## config.mk

```make
export PLATFORM = sky130hd
export DESIGN_NAME = mux4_rr_arbiter_flat
export DESIGN_NICKNAME = d
export VERILOG_FILES = /design/src/rtl/mux4_rr_arbiter_if.sv /design/src/rtl/mux4_rr_arbiter.sv /design/src/flat_wrapper.sv
export SDC_FILE = /design/constraint.sdc
export NUM_CORES = 1
export LEC_CHECK = 0
export CORE_UTILIZATION = 45
export CTS_BUF_LIST = sky130_fd_sc_hd__clkbuf_16
export CTS_CLUSTER_SIZE = 30
export DETAILED_ROUTE_END_ITERATION = 10
export GPL_ROUTABILITY_DRIVEN = 1
export MAX_ROUTING_LAYER = met4
export PLACE_DENSITY = 0.72
export SLEW_MARGIN = 15
export SYNTH_ARGS = -nofsm -noshare
export SYNTH_HDL_FRONTEND = slang
export SYNTH_SLANG_ARGS = --single-unit
```

## constraint.sdc

```tcl
create_clock -name clk -period 5.5 [get_ports clk]
set_input_delay 1.1 -clock clk [delete_from_list [all_inputs] [get_ports clk]]
set_output_delay 1.1 -clock clk [all_outputs]
set_load 0.02 [all_outputs]
```

## src/rtl/mux4_rr_arbiter_if.sv

```systemverilog
// mux4_rr_arbiter_if: requester/arbiter bundle for the shared 4:1 mux.
//   req      requester -> arbiter  request lines, one per requester
//   gnt      arbiter -> requester  one-hot registered grant
//   sel_s1   arbiter -> mux        bit 0 of the granted index
//   sel_s0   arbiter -> mux        bit 1 of the granted index
//   busy     arbiter -> requester  any grant active
//   preempt  arbiter -> requester  one-cycle pulse on a timeout-forced release
// Modports: master = requester side, slave = arbiter side.
interface mux4_rr_arbiter_if;
  logic [3:0] req;
  logic [3:0] gnt;
  logic       sel_s1;
  logic       sel_s0;
  logic       busy;
  logic       preempt;

  modport master (output req, input gnt, sel_s1, sel_s0, busy, preempt);
  modport slave  (input req, output gnt, sel_s1, sel_s0, busy, preempt);
endinterface

```

## src/rtl/mux4_rr_arbiter.sv

```systemverilog
// mux4_rr_arbiter: round-robin arbiter driving the select pair of a shared
// 4:1 datapath mux. One owner at a time; the owner keeps the grant until it
// drops req, then the next requester (searching upward from last+1, with wrap)
// takes over with no idle gap.
// Optional feature, macro ARB_TIMEOUT_EN: an owner that has held the grant for
// MAX_HOLD cycles is released when another requester is waiting; preempt
// pulses on that edge. Without the macro the hold counter is absent and
// preempt is tied low.
// Ports:
//   clk    clock, all state on rising edge
//   rst_n  asynchronous active-low reset
//   bus    slave modport of mux4_rr_arbiter_if (req in; gnt, sel_s1, sel_s0,
//          busy, preempt out, all registered)
module mux4_rr_arbiter #(
  parameter int MAX_HOLD = 8
) (
  input logic                  clk,
  input logic                  rst_n,
  mux4_rr_arbiter_if.slave     bus
);

  localparam logic [0:0] S_IDLE = 1'b0;
  localparam logic [0:0] S_OWN  = 1'b1;

  logic [0:0] state;
  logic [1:0] last;      // last granted index; equals the owner while in OWN
  logic [3:0] gnt_q;
  logic       sel_s1_q;
  logic       sel_s0_q;
  logic       preempt_q;

  // Round-robin search: first set bit of r strictly after ptr, wrapping, with
  // ptr itself checked last. Returns {found, index}.
  function automatic logic [2:0] rr_pick(input logic [3:0] r, input logic [1:0] ptr);
    logic [2:0] res;
    logic [1:0] c;
    res = 3'b000;
    // Walk from the farthest candidate back so the nearest one wins.
    for (int k = 4; k >= 1; k--) begin
      c = ptr + 2'(k);
      if (r[c]) res = {1'b1, c};
    end
    return res;
  endfunction

  logic [3:0] others;
  logic       own_req;
  logic       to_hit;
  logic [2:0] pick;
  logic       do_grant;
  logic       go_idle;

`ifdef ARB_TIMEOUT_EN
  logic [7:0] hold_q;
  localparam logic [7:0] HOLD_LIM = 8'(MAX_HOLD - 1);
`endif

  always_comb begin
    own_req = bus.req[last];
    others  = bus.req & ~(4'b0001 << last);
`ifdef ARB_TIMEOUT_EN
    to_hit  = (state == S_OWN) && own_req && (hold_q == HOLD_LIM) && (|others);
`else
    to_hit  = 1'b0;
`endif
    // In OWN the owner never wins its own re-arbitration: on release its req
    // bit is already low, and on a timeout it must be skipped.
    pick     = rr_pick((state == S_OWN) ? others : bus.req, last);
    do_grant = pick[2] && ((state == S_IDLE) || !own_req || to_hit);
    go_idle  = (state == S_OWN) && !own_req && !pick[2];
  end

  always_ff @(posedge clk or negedge rst_n) begin
    if (!rst_n) begin
      state     <= S_IDLE;
      last      <= 2'd3;
      gnt_q     <= 4'b0000;
      sel_s1_q  <= 1'b0;
      sel_s0_q  <= 1'b0;
      preempt_q <= 1'b0;
    end else begin
      preempt_q <= 1'b0;
      if (do_grant) begin
        state     <= S_OWN;
        last      <= pick[1:0];
        gnt_q     <= 4'b0001 << pick[1:0];
        sel_s1_q  <= pick[0];
        sel_s0_q  <= pick[1];
        preempt_q <= to_hit;
      end else if (go_idle) begin
        // sel keeps its last value so the mux output does not move.
        state <= S_IDLE;
        gnt_q <= 4'b0000;
      end
    end
  end

`ifdef ARB_TIMEOUT_EN
  // Counts cycles of unchanged ownership; saturates at the limit so a lone
  // owner keeps the grant and is released as soon as someone else asks.
  always_ff @(posedge clk or negedge rst_n) begin
    if (!rst_n) begin
      hold_q <= 8'd0;
    end else if (do_grant) begin
      hold_q <= 8'd0;
    end else if (state == S_OWN && own_req && hold_q != HOLD_LIM) begin
      hold_q <= hold_q + 8'd1;
    end
  end
`endif

  assign bus.gnt     = gnt_q;
  assign bus.sel_s1  = sel_s1_q;
  assign bus.sel_s0  = sel_s0_q;
  assign bus.busy    = (state == S_OWN);
  assign bus.preempt = preempt_q;

endmodule

```

## src/flat_wrapper.sv

```systemverilog
// flat-port wrapper written by rule: the top's interface ports become plain ports
module mux4_rr_arbiter_flat 
#(
  parameter int MAX_HOLD = 8
)
  (clk, rst_n, bus_req, bus_gnt, bus_sel_s1, bus_sel_s0, bus_busy, bus_preempt);
  mux4_rr_arbiter_if bus_i ();
  input logic clk;
  input logic rst_n;
  input wire logic [$bits(bus_i.req)-1:0] bus_req;
  output wire logic [$bits(bus_i.gnt)-1:0] bus_gnt;
  output wire logic [$bits(bus_i.sel_s1)-1:0] bus_sel_s1;
  output wire logic [$bits(bus_i.sel_s0)-1:0] bus_sel_s0;
  output wire logic [$bits(bus_i.busy)-1:0] bus_busy;
  output wire logic [$bits(bus_i.preempt)-1:0] bus_preempt;
  assign bus_i.req = bus_req;
  assign bus_gnt = bus_i.gnt;
  assign bus_sel_s1 = bus_i.sel_s1;
  assign bus_sel_s0 = bus_i.sel_s0;
  assign bus_busy = bus_i.busy;
  assign bus_preempt = bus_i.preempt;
  mux4_rr_arbiter #(.MAX_HOLD(MAX_HOLD)) u_core (.clk(clk), .rst_n(rst_n), .bus(bus_i));
endmodule
```

==> impl_metrics.toml, run 1 <==
[finish]
design_area_um2 = 847
fin_nets = 86
instances_no_fill = 90
syn_to_final_growth_pct = 30.7
drive_above_1_share = 0.173
diodes = 0

[hold_path]
hold-path-endpoint = "u_core.bus.sel_s0"
worstHoldPathType = "reg -> reg"
whs_path_depth = 2
min_from = "u_core.bus.sel_s0"

[critical_path]
worstSetupPathType = "in -> reg"
cp_max_fo = 6
reg2reg_to = "u_core.last[0]"
endpoint_kind = "flop"
cp.required_ns = 5.67
worstRegToRegCells = 8
reg2reg_slack_ns = 2.94
r2r-start = "u_core.last[0]"
critPathArrivalTime_ns = 2.82
start_kind = "input port"

[grt]
grt_pass1_vias = 452
grt_pass1_wl_mm = 2.04
grt_usage = 0.203
overflow = 0
antenna_found_initial = 0
grt_start_max_net_pins = 15

[clocking]
cts_max_path_buffers = 2
cts_setup_buffers = 0
cts_tree = "done"
cts-buffers-inserted = 3
clk_pin_slew_ns = 0.04
cts.sinks = 9
htree_levels = 1
ctsRootBufferMaster = "clkbuf_16"
hold_buffers = 0
clk_latency_ns = 0.23
ctsResizeCount = 0

[power_and_ir_drop]
p_per_area_mw_per_mm2 = 692
combPwrFrac = 0.550
pwr-share-seq = 0.239
swShare = 0.391
intPower_uw = 357
irDropWorstVdd_mv = 0.414
p_leak_nw = 0.400
switchingPower_uw = 229
clkPwrFrac = 0.211

[yosys]
synth_common_cells = "8 x nand2_1, 7 x dfrtp_1, 6 x mux2i_1"
synthMostInstantiatedCell = "nand2_1"
syn_nets = 71
synth_top_area_share = 0.270
synth_cells = 61
avgSynthCellArea_um2 = 10.6
syn_area_um2 = 648
synth_ff_type = "dfrtp_1"
synth_cell_type_count = 29
async_flop_share = 1.00
seq_area_frac_synth = 0.351
synth_area_leaders = "dfrtp_1 27%, mux2i_1 9.3%, dfstp_2 8.1%, ha_1 7.7%, mux2_1 5.2%"
yosys_warnings = 0
synth_edf_count = 0
yosys.area.top_type = "dfrtp_1"
synth_seq_cells = 9

[flow_run]
max_cap_viol_count = 0

[routing]
drtPass1Iterations = 4
remaining_drc_errors = 0
wl_per_cell_um = 12.9
drt_iter0_drc = 5
drt_wl_total_mm = 1.16
vias_per_cell = 5.33
dr_total_vias = 480
antenna_left = 0

[floorplanning]
die_w_um = 40.0
initial_core_util = 0.492
ios = 14
die_h_um = 40.0
core_mm2 = 0.00132
rows = 13
design.die.area_mm2 = 0.00160

[sta]
hold_viol = 0
fmax_ghz = 0.378
setup_tns_ns = 0
fin_crit_sh = 0.481
setup_viol = 0
worst_slack_ns = 2.85
finalMaxSlewViolations = 0
clock_skew_ns = 0.000916
hold_slack_ns = 0.476
rsz0062_at_grt = "false"
min_period_ns = 2.65

[placed_design]
dp_slack_ns = 2.62
place_hpwl_um = 876
port_buffers = 12
dpl_cell_area_um2 = 768
gp_congestion = 0.736
numPlacedInstances = 86

[run_status]
run_status = "finished clean"
-- worst max-delay path: stages --
cell and delay [ns]:
clkdlybuf4s50_1 0.49, mux2i_1 0.09, a21oi_1 0.24, mux2i_1 0.12, o21ai_1 0.20, mux2i_2 0.38
mux2_1 0.20
-- final cells by class --
type	count	area, um2
inverters	4	15.0
well taps	15	18.8
clock inverters	1	3.75
flip-flops and latches	9	228
repair buffers	12	120
clock buffers	3	75.1
fillers	107	470
multi-input cells	46	387
-- cells by family (layout without fill, tap and decap cells) --
logic type | Yosys count | in the layout | synth area share
buffers and inverters | 6 | 20 | 0.0521
other | 1 | 1 | 0.00579
muxes | 13 | 13 | 0.247
and+or+nand+nor | 14 | 14 | 0.100
AOI/OAI and AO/OA | 14 | 14 | 0.166
adders and majority gates | 4 | 4 | 0.0772
DFF | 9 | 9 | 0.351
-- sequential cells by signal (all words and copies together) (netlist names) --
name	flops
u_core.bus.gnt	4
u_core.last	2
u_core.bus.busy	1
u_core.bus.sel_s0	1
u_core.bus.sel_s1	1
-- power by group through the flow --
stage	clock network, mW	logic [mW]	registers (mW)
finish	0.124	0.322	0.140
CTS	0.127	0.325	0.140
floorplan	0	0.242	0.143
detailed placement	0	0.321	0.141
global placement	0	0.317	0.140
global route	0.132	0.362	0.146
-- placed cells by master, fill, tap and decap left out, types with 3 or more instances in the layout --
cell / synthesis / layout
mux2i_1: 6 / 6
dfrtp_1: 7 / 7
a21oi_1: 3 / 3
nand2_1: 8 / 8
clkbuf_16: 0 / 3
ha_1: 4 / 4
clkdlybuf4s50_1: 0 / 12
mux2_1: 3 / 3
inv_1: 4 / 5
-- per-layer routing --
metal	vias to the layer above	global-route usage	share of wire
li1	247	-	-
met1	227	0.302	0.56
met2	6	0.258	0.42
met3	0	0.100	0.025
met4	0	0	0
met5	-	-	0
-- worst max-delay path by stage --
| stage | slack, ns | cells past startpoint | from | to |
|---|---|---|---|---|
| 2_1_floorplan | 3.18 | 5 | bus_req[1] | u_core.bus.sel_s1 |
| 3_3_place_gp | 2.65 | 6 | bus_req[1] | u_core.bus.sel_s1 |
| 3_5_place_dp | 2.62 | 6 | bus_req[0] | u_core.bus.sel_s1 |
| 4_1_cts | 2.85 | 6 | bus_req[1] | u_core.bus.sel_s1 |
| 5_1_grt | 2.68 | 7 | bus_req[2] | u_core.last[0] |
| 6_report | 2.85 | 7 | bus_req[3] | u_core.last[0] |
-- through the flow --
step	utilization	power, mW
after floorplan	-	0.385
after global placement	0.583	0.457
after detailed placement	0.583	0.462
after CTS	0.643	0.593
after global routing	0.643	0.641
final	0.643	0.586
(Power assumes the default switching activity.)
==> run 2, diff against run 1 <==
clock period = 2.65 ns   (was 5.5 ns; I/O delays follow)
==> impl_metrics.toml, run 2 (same netlist as run 1, synthesis figures left out) <==
[run_status]
run_status = "finished clean"

[grt]
overflow = 0
grt_pass1_vias = 405
grt_pass1_wl_mm = 1.78
grt_usage = 0.181
grt_start_max_net_pins = 10
antenna_found_initial = 0

[clocking]
cts-buffers-inserted = 3
clk_pin_slew_ns = 0.04
clk_latency_ns = 0.23
hold_buffers = 0
cts.sinks = 9
ctsRootBufferMaster = "clkbuf_16"
cts_max_path_buffers = 2
cts_tree = "done"
cts_setup_buffers = 0
ctsResizeCount = 0
htree_levels = 1

[sta]
fin_crit_sh = 0.896
fmax_ghz = 0.421
clock_skew_ns = 0.00376
rsz0062_at_grt = "false"
worst_slack_ns = 0.274
setup_tns_ns = 0
min_period_ns = 2.38
setup_viol = 0
hold_viol = 0
finalMaxSlewViolations = 0

[critical_path]
crit_path_max_incr_delay_ns = 0.59
critPathArrivalTime_ns = 2.54
path_cells = "inv_1, ha_1, mux2_1, a21oi_1, mux2i_1, o21ai_1, mux2i_2, mux2_1"
reg2reg_to = "u_core.bus.sel_s1"
endpoint_kind = "flop"
cp_slowest_cell = "dfstp_2"
start_kind = "flop"
cp.required_ns = 2.82
worstSetupPathType = "reg -> reg"
reg2reg_slack_ns = 0.27
cp_common_cell = "mux2_1"
worstRegToRegCells = 8
cp_max_fo = 7
r2r-start = "u_core.last[0]"

[placed_design]
numPlacedInstances = 87
place_hpwl_um = 917
dp_slack_ns = 0.282
dpl_cell_area_um2 = 776
gp_congestion = 0.766
port_buffers = 12

[floorplanning]
core_mm2 = 0.00132
rows = 13
initial_core_util = 0.492
ios = 14
die_h_um = 40.0
die_w_um = 40.0
design.die.area_mm2 = 0.00160

[power_and_ir_drop]
p_per_area_mw_per_mm2 = 1450
p_leak_nw = 0.405
irDropWorstVdd_mv = 0.685
total_power_mw = 1.24

[finish]
largest_reg_flops = 4
design_area_um2 = 855
fin_nets = 87
instances_no_fill = 91
final_cell_mix = "12 x clkdlybuf4s50_1, 8 x nand2_1, 7 x dfrtp_1"
diodes = 0
layout_commonest_cell = "clkdlybuf4s50_1"
syn_to_final_growth_pct = 31.9
fillerInstances = 102
drive_above_1_share = 0.184

[routing]
drtPass1Iterations = 2
drt_iter0_drc = 2
remaining_drc_errors = 0
wl_per_cell_um = 13.6
vias_per_cell = 5.15
drt_wl_total_mm = 1.24
dr_total_vias = 469
antenna_left = 0

[hold_path]
min_from = "u_core.bus.sel_s1"
hold-path-endpoint = "u_core.bus.sel_s1"
whs_path_depth = 1
worstHoldPathType = "reg -> reg"

[flow_run]
max_cap_viol_count = 0
run 2: changes by cell type in the layout (fill, tap and decap cells not counted), sizes merged:
cell / change
buf: +1
run 2: where the power goes:
part,switching (mW),internal [mW],total (mW)
sequential,0.0571,0.209,0.266
combinational,0.367,0.346,0.713
clock,0.0639,0.197,0.261
total,0.488,0.752,1.24
run 2: how the worst max path moves through the flow:
stage / slack, ns / start / cells past startpoint / to
final: 0.27 / u_core.last[0] / 8 / u_core.bus.sel_s1
after CTS: 0.26 / u_core.last[0] / 8 / u_core.bus.sel_s1
after floorplan: 0.40 / u_core.last[0] / 9 / u_core.bus.sel_s1
after detailed placement: 0.28 / u_core.last[0] / 8 / u_core.bus.sel_s1
after global placement: 0.31 / bus_req[1] / 6 / u_core.bus.sel_s1
after global routing: 0.13 / u_core.last[0] / 8 / u_core.last[0]
run 2: final cells by class:
type / instances / area (um2) / area share
well taps: 15 / 18.8 / 0.0220
clock inverters: 1 / 3.75 / 0.00439
clock buffers: 3 / 75.1 / 0.0878
inverters: 4 / 15.0 / 0.0176
multi-input cells: 46 / 387 / 0.452
repair buffers: 13 / 128 / 0.149
flip-flops and latches: 9 / 228 / 0.266
run 2: layer usage:
layer,vias up,part of all wire,track usage
li1,247,-,-
met1,212,0.52,0.223
met2,8,0.44,0.262
met3,2,0.023,0.0833
met4,0,0.010,0.0517
met5,-,0,-
run 2: through the flow:
stage	utilization	hold WS (ns)
after floorplan	-	0.234
after global placement	0.589	0.462
after detailed placement	0.589	0.462
after CTS	0.649	0.489
after global routing	0.649	0.502
final	0.649	0.487
run 2: critical path: cells and delay by family, from the launching register on:
| kind | cells | cell delay (ns) |
|---|---|---|
| adders and majority gates | 1 | 0.22 |
| AOI/OAI and AO/OA | 2 | 0.44 |
| DFF | 1 | 0.59 |
| buffers and inverters | 1 | 0.08 |
| muxes | 4 | 0.98 |
==> run 3, diff against run 2 <==
DONT_BUFFER_PORTS = 1   (was not set)
PLACE_DENSITY = not set   (was 0.72)
==> impl_metrics.toml, run 3 (same netlist as run 1, synthesis figures left out) <==
[clocking]
hold_buffers = 1
ctsResizeCount = 0
ctsRootBufferMaster = "clkbuf_16"
cts_setup_buffers = 0
clk_pin_slew_ns = 0.04
clk_latency_ns = 0.23
cts.sinks = 9
cts_max_path_buffers = 2
htree_levels = 1
cts_tree = "done"
cts-buffers-inserted = 3

[routing]
antenna_left = 0
drt_wl_total_mm = 1.11
vias_per_cell = 5.45
drt_iter0_drc = 2
wl_per_cell_um = 13.9
dr_total_vias = 436
remaining_drc_errors = 0
drtPass1Iterations = 2

[flow_run]
max_cap_viol_count = 0

[sta]
hold_viol = 0
finalMaxSlewViolations = 0
setup_viol = 0
fmax_ghz = 0.429
fin_crit_sh = 0.879
clock_skew_ns = 0.000223
worst_slack_ns = 0.321
setup_tns_ns = 0
min_period_ns = 2.33
rsz0062_at_grt = "false"

[hold_path]
worstHoldPathType = "in -> async"

[grt]
overflow = 0
grt_start_max_net_pins = 13
grt_pass1_vias = 390
antenna_found_initial = 0
grt_usage = 0.175
grt_pass1_wl_mm = 1.66

[finish]
fin_nets = 76
final_util = 0.565
final_cell_mix = "8 x nand2_1, 7 x dfrtp_1, 6 x mux2i_1"
layout_commonest_cell = "nand2_1"
drive_above_1_share = 0.215
largest_reg_flops = 4
diodes = 0
syn_to_final_growth_pct = 14.9

[power_and_ir_drop]
p_per_area_mw_per_mm2 = 1550
total_power_mw = 1.15
irDropWorstVdd_mv = 0.712
p_leak_nw = 0.364

[critical_path]
cp-startpoint = "u_core.last[0]"
worstRegToRegCells = 8
reg2reg_slack_ns = 0.32
endpoint = "u_core.last[0]"
reg2reg_to = "u_core.last[0]"
worstSetupPathType = "reg -> reg"
r2r-start = "u_core.last[0]"
critPathArrivalTime_ns = 2.50
start_kind = "flop"
cp.required_ns = 2.82
cp_max_fo = 6
endpoint_kind = "flop"

[floorplanning]
initial_core_util = 0.492
ios = 14
die_w_um = 40.0
design.die.area_mm2 = 0.00160
die_h_um = 40.0
rows = 13
core_mm2 = 0.00132

[placed_design]
port_buffers = 0
place_hpwl_um = 871
gp_congestion = 0.776
dp_slack_ns = 0.323

[run_status]
run_status = "finished clean"
-- run 3: layout make-up --
cell class	count	area [um2]
clock buffer	3	75.1
clock inverter	1	3.75
fill	110	573
inverter	4	15.0
multi-input combinational	46	387
sequential	9	228
tap	15	18.8
timing repair buffer	2	17.5
-- run 3: per-stage QoR --
step / instances / hold WS [ns] / cell area (um2)
6_report: 80 / 0.142 / 744
5_1_grt: 80 / 0.135 / 744
4_1_cts: 80 / 0.138 / 744
3_5_place_dp: 75 / 0.235 / 656
3_3_place_gp: 75 / 0.235 / 656
2_1_floorplan: 61 / 0.234 / 648
-- run 3: metal layers --
layer  share of wire  global-route usage  up-vias
met5               0                   -        -
met4               0              0.0517        0
met3           0.053               0.111        0
met2            0.43               0.210       11
met1            0.52               0.235      201
li1                -                   -      224
-- run 3: how the worst min path moves through the flow --
stage	cells after the start	from	end	slack, ns
after CTS	0	rst_n	u_core.last[0]	0.14
after detailed placement	0	rst_n	u_core.bus.busy	0.23
after floorplan	0	rst_n	u_core.bus.busy	0.23
final	0	rst_n	u_core.last[0]	0.14
after global placement	0	rst_n	u_core.bus.busy	0.23
after global routing	0	rst_n	u_core.last[0]	0.14
-- run 3: critical path, cell delays in order (launching register included) --
cell and delay, ns:
dfstp_2 0.53, inv_1 0.06, ha_1 0.21, mux2_1 0.28, a21oi_1 0.29, mux2i_1 0.13, o21ai_1 0.20, mux2i_2 0.37
mux2_1 0.20
-- run 3: power breakdown --
group          switching (mW)  internal (mW)
Sequential             0.0960          0.208
Clock                  0.0600          0.197
Combinational           0.308          0.282
Total                   0.464          0.687
